--- src/rtl/rgb_to_gray.sv ---
// rgb_to_gray: front end of the Sobel edge detector.
// Converts {R,G,B} pixels to IMAGE_DW-bit luminance through a 3-stage
// pipeline: Y = (77*R + 150*G + 29*B [+128]) >> 8. Vs/Hs/De are delayed to
// match the data path. A side checker measures De run lengths and lines per
// frame against IMAGE_W x IMAGE_H and flags malformed lines and frames.
// Optional feature: define RGB2GRAY_ROUND_EN to add the 128 rounding constant
// in stage 2 (round-to-nearest). Without it the result is truncated.
module rgb_to_gray #(
    parameter int IMAGE_W  = 640,
    parameter int IMAGE_H  = 480,
    parameter int IMAGE_DW = 8
) (
    input  logic                    InVideoClk,
    input  logic                    InRstN,
    input  logic                    InVideoVs,
    input  logic                    InVideoHs,
    input  logic                    InVideoDe,
    input  logic [3*IMAGE_DW-1:0]   InVideoData,
    output logic                    OutVideoVs,
    output logic                    OutVideoHs,
    output logic                    OutVideoDe,
    output logic [IMAGE_DW-1:0]     OutVideoData,
    output logic                    OutLineErr,
    output logic                    OutFrameErr
);

    localparam int PW  = IMAGE_DW + 8;
    localparam int SW  = IMAGE_DW + 10;
    localparam int PCW = $clog2(IMAGE_W + 1);
    localparam int LCW = $clog2(IMAGE_H + 1);

    localparam logic [PCW-1:0] PIX_MAX   = '1;
    localparam logic [LCW-1:0] LINE_MAX  = '1;
    localparam logic [PCW-1:0] LINE_LEN  = PCW'(IMAGE_W);
    localparam logic [LCW-1:0] FRAME_LEN = LCW'(IMAGE_H);

`ifdef RGB2GRAY_ROUND_EN
    localparam logic [SW-1:0] ROUND_K = SW'(10'd128);
`else
    localparam logic [SW-1:0] ROUND_K = '0;
`endif

    // Channel split: R occupies the most significant byte lane.
    logic [IMAGE_DW-1:0] chanRS;
    logic [IMAGE_DW-1:0] chanGS;
    logic [IMAGE_DW-1:0] chanBS;

    // Stage registers
    logic [PW-1:0] prodRR;
    logic [PW-1:0] prodGR;
    logic [PW-1:0] prodBR;
    logic [SW-1:0] sumR;
    logic          vsD1R, hsD1R, deD1R;
    logic          vsD2R, hsD2R, deD2R;

    // Checker state
    logic           deInR;
    logic           vsInR;
    logic [PCW-1:0] pixCntR;
    logic [LCW-1:0] lineCntR;
    logic           frameBadR;
    logic           armedR;

    // Checker combinational terms
    logic           deFallS;
    logic           vsRiseS;
    logic           lineBadS;
    logic           frameBadNextS;
    logic [LCW-1:0] lineCntNextS;

    // Split the packed pixel into its three colour channels.
    always_comb begin
        chanRS = InVideoData[3*IMAGE_DW-1:2*IMAGE_DW];
        chanGS = InVideoData[2*IMAGE_DW-1:IMAGE_DW];
        chanBS = InVideoData[IMAGE_DW-1:0];
    end

    // Three-stage luminance pipeline with matched sync delays.
    always_ff @(posedge InVideoClk or negedge InRstN) begin
        if (!InRstN) begin
            prodRR       <= '0;
            prodGR       <= '0;
            prodBR       <= '0;
            sumR         <= '0;
            vsD1R        <= 1'b0;
            hsD1R        <= 1'b0;
            deD1R        <= 1'b0;
            vsD2R        <= 1'b0;
            hsD2R        <= 1'b0;
            deD2R        <= 1'b0;
            OutVideoVs   <= 1'b0;
            OutVideoHs   <= 1'b0;
            OutVideoDe   <= 1'b0;
            OutVideoData <= '0;
        end else begin
            // S1: weighted channels; 77+150+29 = 256 so the sum fits in IMAGE_DW+8 bits
            prodRR <= PW'(chanRS) * PW'(8'd77);
            prodGR <= PW'(chanGS) * PW'(8'd150);
            prodBR <= PW'(chanBS) * PW'(8'd29);
            vsD1R  <= InVideoVs;
            hsD1R  <= InVideoHs;
            deD1R  <= InVideoDe;
            // S2: accumulate plus optional rounding constant
            sumR   <= SW'(prodRR) + SW'(prodGR) + SW'(prodBR) + ROUND_K;
            vsD2R  <= vsD1R;
            hsD2R  <= hsD1R;
            deD2R  <= deD1R;
            // S3: divide by 256; blank data outside the active region
            if (deD2R) begin
                OutVideoData <= IMAGE_DW'(sumR >> 8);
            end else begin
                OutVideoData <= '0;
            end
            OutVideoVs <= vsD2R;
            OutVideoHs <= hsD2R;
            OutVideoDe <= deD2R;
        end
    end

    // Edge detection and next-state terms; a De fall coinciding with a Vs
    // rise is folded into the closing frame before it is judged.
    always_comb begin
        deFallS       = deInR & ~InVideoDe;
        vsRiseS       = InVideoVs & ~vsInR;
        lineBadS      = deFallS & (pixCntR != LINE_LEN);
        frameBadNextS = frameBadR | lineBadS;
        if (deFallS && (lineCntR != LINE_MAX)) begin
            lineCntNextS = lineCntR + LCW'(1);
        end else begin
            lineCntNextS = lineCntR;
        end
    end

    // Geometry checker: per-line length and per-frame line count.
    always_ff @(posedge InVideoClk or negedge InRstN) begin
        if (!InRstN) begin
            deInR       <= 1'b0;
            vsInR       <= 1'b0;
            pixCntR     <= '0;
            lineCntR    <= '0;
            frameBadR   <= 1'b0;
            armedR      <= 1'b0;
            OutLineErr  <= 1'b0;
            OutFrameErr <= 1'b0;
        end else begin
            deInR <= InVideoDe;
            vsInR <= InVideoVs;
            // Saturating run-length counter; zero whenever De is low
            if (InVideoDe) begin
                if (pixCntR != PIX_MAX) begin
                    pixCntR <= pixCntR + PCW'(1);
                end else begin
                    pixCntR <= pixCntR;
                end
            end else begin
                pixCntR <= '0;
            end
            OutLineErr <= lineBadS;
            if (vsRiseS) begin
                // The first Vs after reset closes a partial frame: arm only
                if (armedR) begin
                    OutFrameErr <= frameBadNextS | (lineCntNextS != FRAME_LEN);
                end else begin
                    OutFrameErr <= OutFrameErr;
                end
                armedR    <= 1'b1;
                lineCntR  <= '0;
                frameBadR <= 1'b0;
            end else begin
                lineCntR  <= lineCntNextS;
                frameBadR <= frameBadNextS;
            end
        end
    end

endmodule

--- config.mk ---
export PLATFORM = sky130hd
export DESIGN_NAME = rgb_to_gray
export DESIGN_NICKNAME = d
export VERILOG_FILES = /design/src/rtl/rgb_to_gray.sv
export SDC_FILE = /design/constraint.sdc
export NUM_CORES = 1
export LEC_CHECK = 0
export CORE_UTILIZATION = 55
export DETAILED_ROUTE_END_ITERATION = 6
export GPL_ROUTABILITY_DRIVEN = 0
export PLACE_DENSITY = 0.78
export SKIP_LAST_GASP = 1
export SYNTH_ARGS = -nofsm -noshare
export SYNTH_HDL_FRONTEND = slang
export SYNTH_SLANG_ARGS = --single-unit
export TNS_END_PERCENT = 10
--- constraint.sdc ---
create_clock -name InVideoClk -period 2.6 [get_ports InVideoClk]
set_input_delay 0.78 -clock InVideoClk [delete_from_list [all_inputs] [get_ports InVideoClk]]
set_output_delay 0.78 -clock InVideoClk [all_outputs]
set_load 0.02 [all_outputs]
==> key figures <==
Run status
  • Status: finished, violations left
  • Failing checks: setup timing

Logic synthesis
  • Synth Instances: 586
  • Post-synth top area share: 0.354
  • Ranking of synthesized cells by area: dfrtp_1 35%, ha_1 23%, fa_1 12%
  • Dominant cell type by area after synthesis: dfrtp_1
  • Mapped Nets: 770
  • FFs w/ async S/R, synth: 1.00
  • Yosys reg bits: 91
  • Seq/Total Area, Yosys: 0.354
  • Number of flops mapped to enable cells by yosys: 0
  • Post-synth cell types: 48
  • Ys Warns: 0
  • Mapped Area: 6440 um2
  • Syn Area/Cell: 11.0 um2
  • Top_reg_cell synth: dfrtp_1

Place
  • Placed Cells: 874
  • I/O Buffers: 41
  • HPWL after DPL: 10300 um

Detailed routing
  • First-pass DRT Iterations: 4
  • Vias/cell: 5.33
  • Starting DRT DRC Count: 158
  • Routed len/inst: 15.5 um
  • Total number of vias: 4780
  • Post-route DRC violation count: 0
  • Routed WL: 13900 um
  • Remaining antenna violation count: 0

Worst setup path
  • Arrival time at the worst endpoint: 3.46 ns
  • Worst Setup End Kind: flip-flop
  • Critical path peak fanout: 3
  • CP peak stage delay: 0.50 ns
  • Family with the most delay on the worst path: adder cells
  • Worst path cell trace: buf_6 > buf_6 > ha_4 > ha_4 > fa_1 > ha_1 > ha_2 > or2_4 > or3_4 > o221ai_4 > nor2b_4 > xnor2_1
  • Buf/Inv on CP: 2
  • Required time worst endpoint: 2.87 ns
  • Slowest cell on the critical path: fa_1
  • Setup crit start kind: input port
  • WS Path Type: in2reg

STA
  • Final Hold Fails: 0
  • Clock skew: 0.0105 ns
  • Worst Tran Pin Value: 0.357 ns
  • Fin crit period: 3.19 ns
  • Setup tns final: -11.63 ns
  • Max-slew violations: 0
  • Period utilization: 1.23
  • RSZ-0062 raised after global routing: true
  • Final setup viols: 28
  • FMAX: 313 MHz
  • Worst relative slew slack: 0.761
  • Final worst slack: -0.593 ns

Cells and area
  • Layout cell share with drive strength beyond 1: 0.310
  • Net count, final: 933
  • Commonest non-fill, non-tap cell in the layout: buf_4
  • Area Overhead vs Synth: 34.3%
  • # fillers: 712
  • Final std cells w/o fill: 897
  • Most frequent cells in the layout: 111 x buf_4, 91 x dfrtp_1, 87 x ha_1, 51 x inv_1, 37 x nor2_1
  • Antenna cells: 0

Global route
  • Number of global-route vias before repair: 5106
  • GRT Util Overall: 0.243
  • Antenna violations before repair: 0
  • First-pass GRT wire length: 22500 um
  • Remaining Overflow, GRT: 0
  • Largest net degree at the start of global routing: 47

Hold path
  • HP Class: in2async

Die
  • Number of core rows: 39
  • Die Height: 110 um
  • Initial Utilization: 0.564
  • Die area: 12100 um2
  • # IOs: 42
  • Chip Width: 110 um
  • Core Footprint: 11400 um2

Clock network
  • Clock buffer depth: 2
  • Worst-path clk slew: 0.07 ns
  • CTS H-tree lvls: 3
  • Clk_lat worst skew: 0.34 ns
  • Num CTS Buffers: 9
  • Hold-fix buffers at CTS: 0
  • Root Buffer Master: clkbuf_16
  • CTS Sinks: 91
  • CTS tree: yes

Pwr
  • Pwr per Cell Area: 1010 nW/um2
  • LEAKAGE: 4.20 nW
  • Peak supply drop: 0.000978 V
  • Final Power: 0.00874 W

Job
  • Max_cap viols: 0
[logic make-up (layout without fill, tap and decap cells)]
| family | count (synthesis) | in the layout | synth area share |
|---|---|---|---|
| AO/OA/AOI/OAI | 88 | 88 | 0.0859 |
| XOR/XNOR | 44 | 44 | 0.0599 |
| adder cells (fa/ha/maj) | 155 | 155 | 0.346 |
| buffers and inverters | 72 | 240 | 0.0426 |
| flip-flops | 91 | 91 | 0.354 |
| multiplexers | 2 | 2 | 0.00311 |
| AND/OR/NAND/NOR | 134 | 134 | 0.109 |
[state kept, by name (all words and copies together), names as in the netlist]
name	count
vsD2R	1
OutVideoHs	1
prodGR	15
pixCntR	10
OutVideoDe	1
OutVideoVs	1
prodRR	15
hsD1R	1
OutVideoData	8
prodBR	13
lineCntR	9
frameBadR	1
OutLineErr	1
sumR	8
OutFrameErr	1
deInR	1
hsD2R	1
armedR	1
vsInR	1
deD2R	1
[worst paths after layout]
check	end	cells after the start	from	slack, ns
worst max-delay path	prodGR[12]	12	InVideoData[13]	-0.59
worst min-delay path	lineCntR[4]	1	InRstN	0.31
worst max register to register	sumR[15]	8	prodRR[8]	-0.26
worst min register to register	hsD2R	0	hsD1R	0.35
max in group asynchronous	prodGR[10]	2	InRstN	1.66
min in group InVideoClk	hsD2R	0	hsD1R	0.35
[cell usage after synthesis, drive strengths merged (2+ instances only)]
| cell | number |
|---|---|
| o31a | 2 |
| and4 | 3 |
| mux2i | 2 |
| a211oi | 3 |
| o21ai | 19 |
| inv | 69 |
| a21oi | 30 |
| a21o | 9 |
| fa | 38 |
| dfrtp | 91 |
| o21bai | 3 |
| and2 | 8 |
| ha | 117 |
| nand3b | 2 |
| nor2b | 13 |
| o21a | 5 |
| a21boi | 2 |
| nand3 | 11 |
| nand2 | 19 |
| or2 | 7 |
| or3 | 4 |
| o221ai | 2 |
| nor2 | 40 |
| a31oi | 5 |
| xnor2 | 24 |
| nor3b | 4 |
| nand4 | 7 |
| and3 | 4 |
| xor2 | 20 |
| nor3 | 8 |
| nor4 | 2 |
[layout make-up]
class	instances	area [um2]	share of cell area
tap	143	179	0.0207
clock inverter	6	95.1	0.0110
timing repair buffer	154	1260	0.145
inverter	70	270	0.0313
sequential	91	2280	0.263
clock buffer	10	229	0.0265
multi-input combinational	423	4340	0.502
[metrics by stage]
stage,hold WS (ns),instance area [um2],utilization,worst slack (ns)
after CTS,0.316,8500,0.744,-0.642
final,0.311,8640,0.757,-0.593
after global routing,0.322,8640,0.757,-0.699
after floorplan,0.331,6630,-,-0.685
after detailed placement,0.338,8010,0.702,-1.42
after global placement,0.334,8010,0.702,-1.30
[layer usage]
metal,part of all wire,track usage,vias up
met4,0.031,0.0846,0
met5,0,0,-
met1,0.41,0.280,2340
li1,-,-,2320
met2,0.53,0.449,90
met3,0.023,0.0441,30
[power by group]
group          internal [W]  switching, W
registers           0.00183      0.000205
logic               0.00272       0.00257
clock network      0.000853      0.000556
total               0.00541       0.00333
[timing repair]
action / CTS / global route
cloned: 0 / 0
setup buffers: 3 / 4
endpoints found under the setup margin: 33 / 34
pin swaps: 55 / 28
resized for setup: 102 / 44
Note: power is estimated with default switching activity, not from simulation.
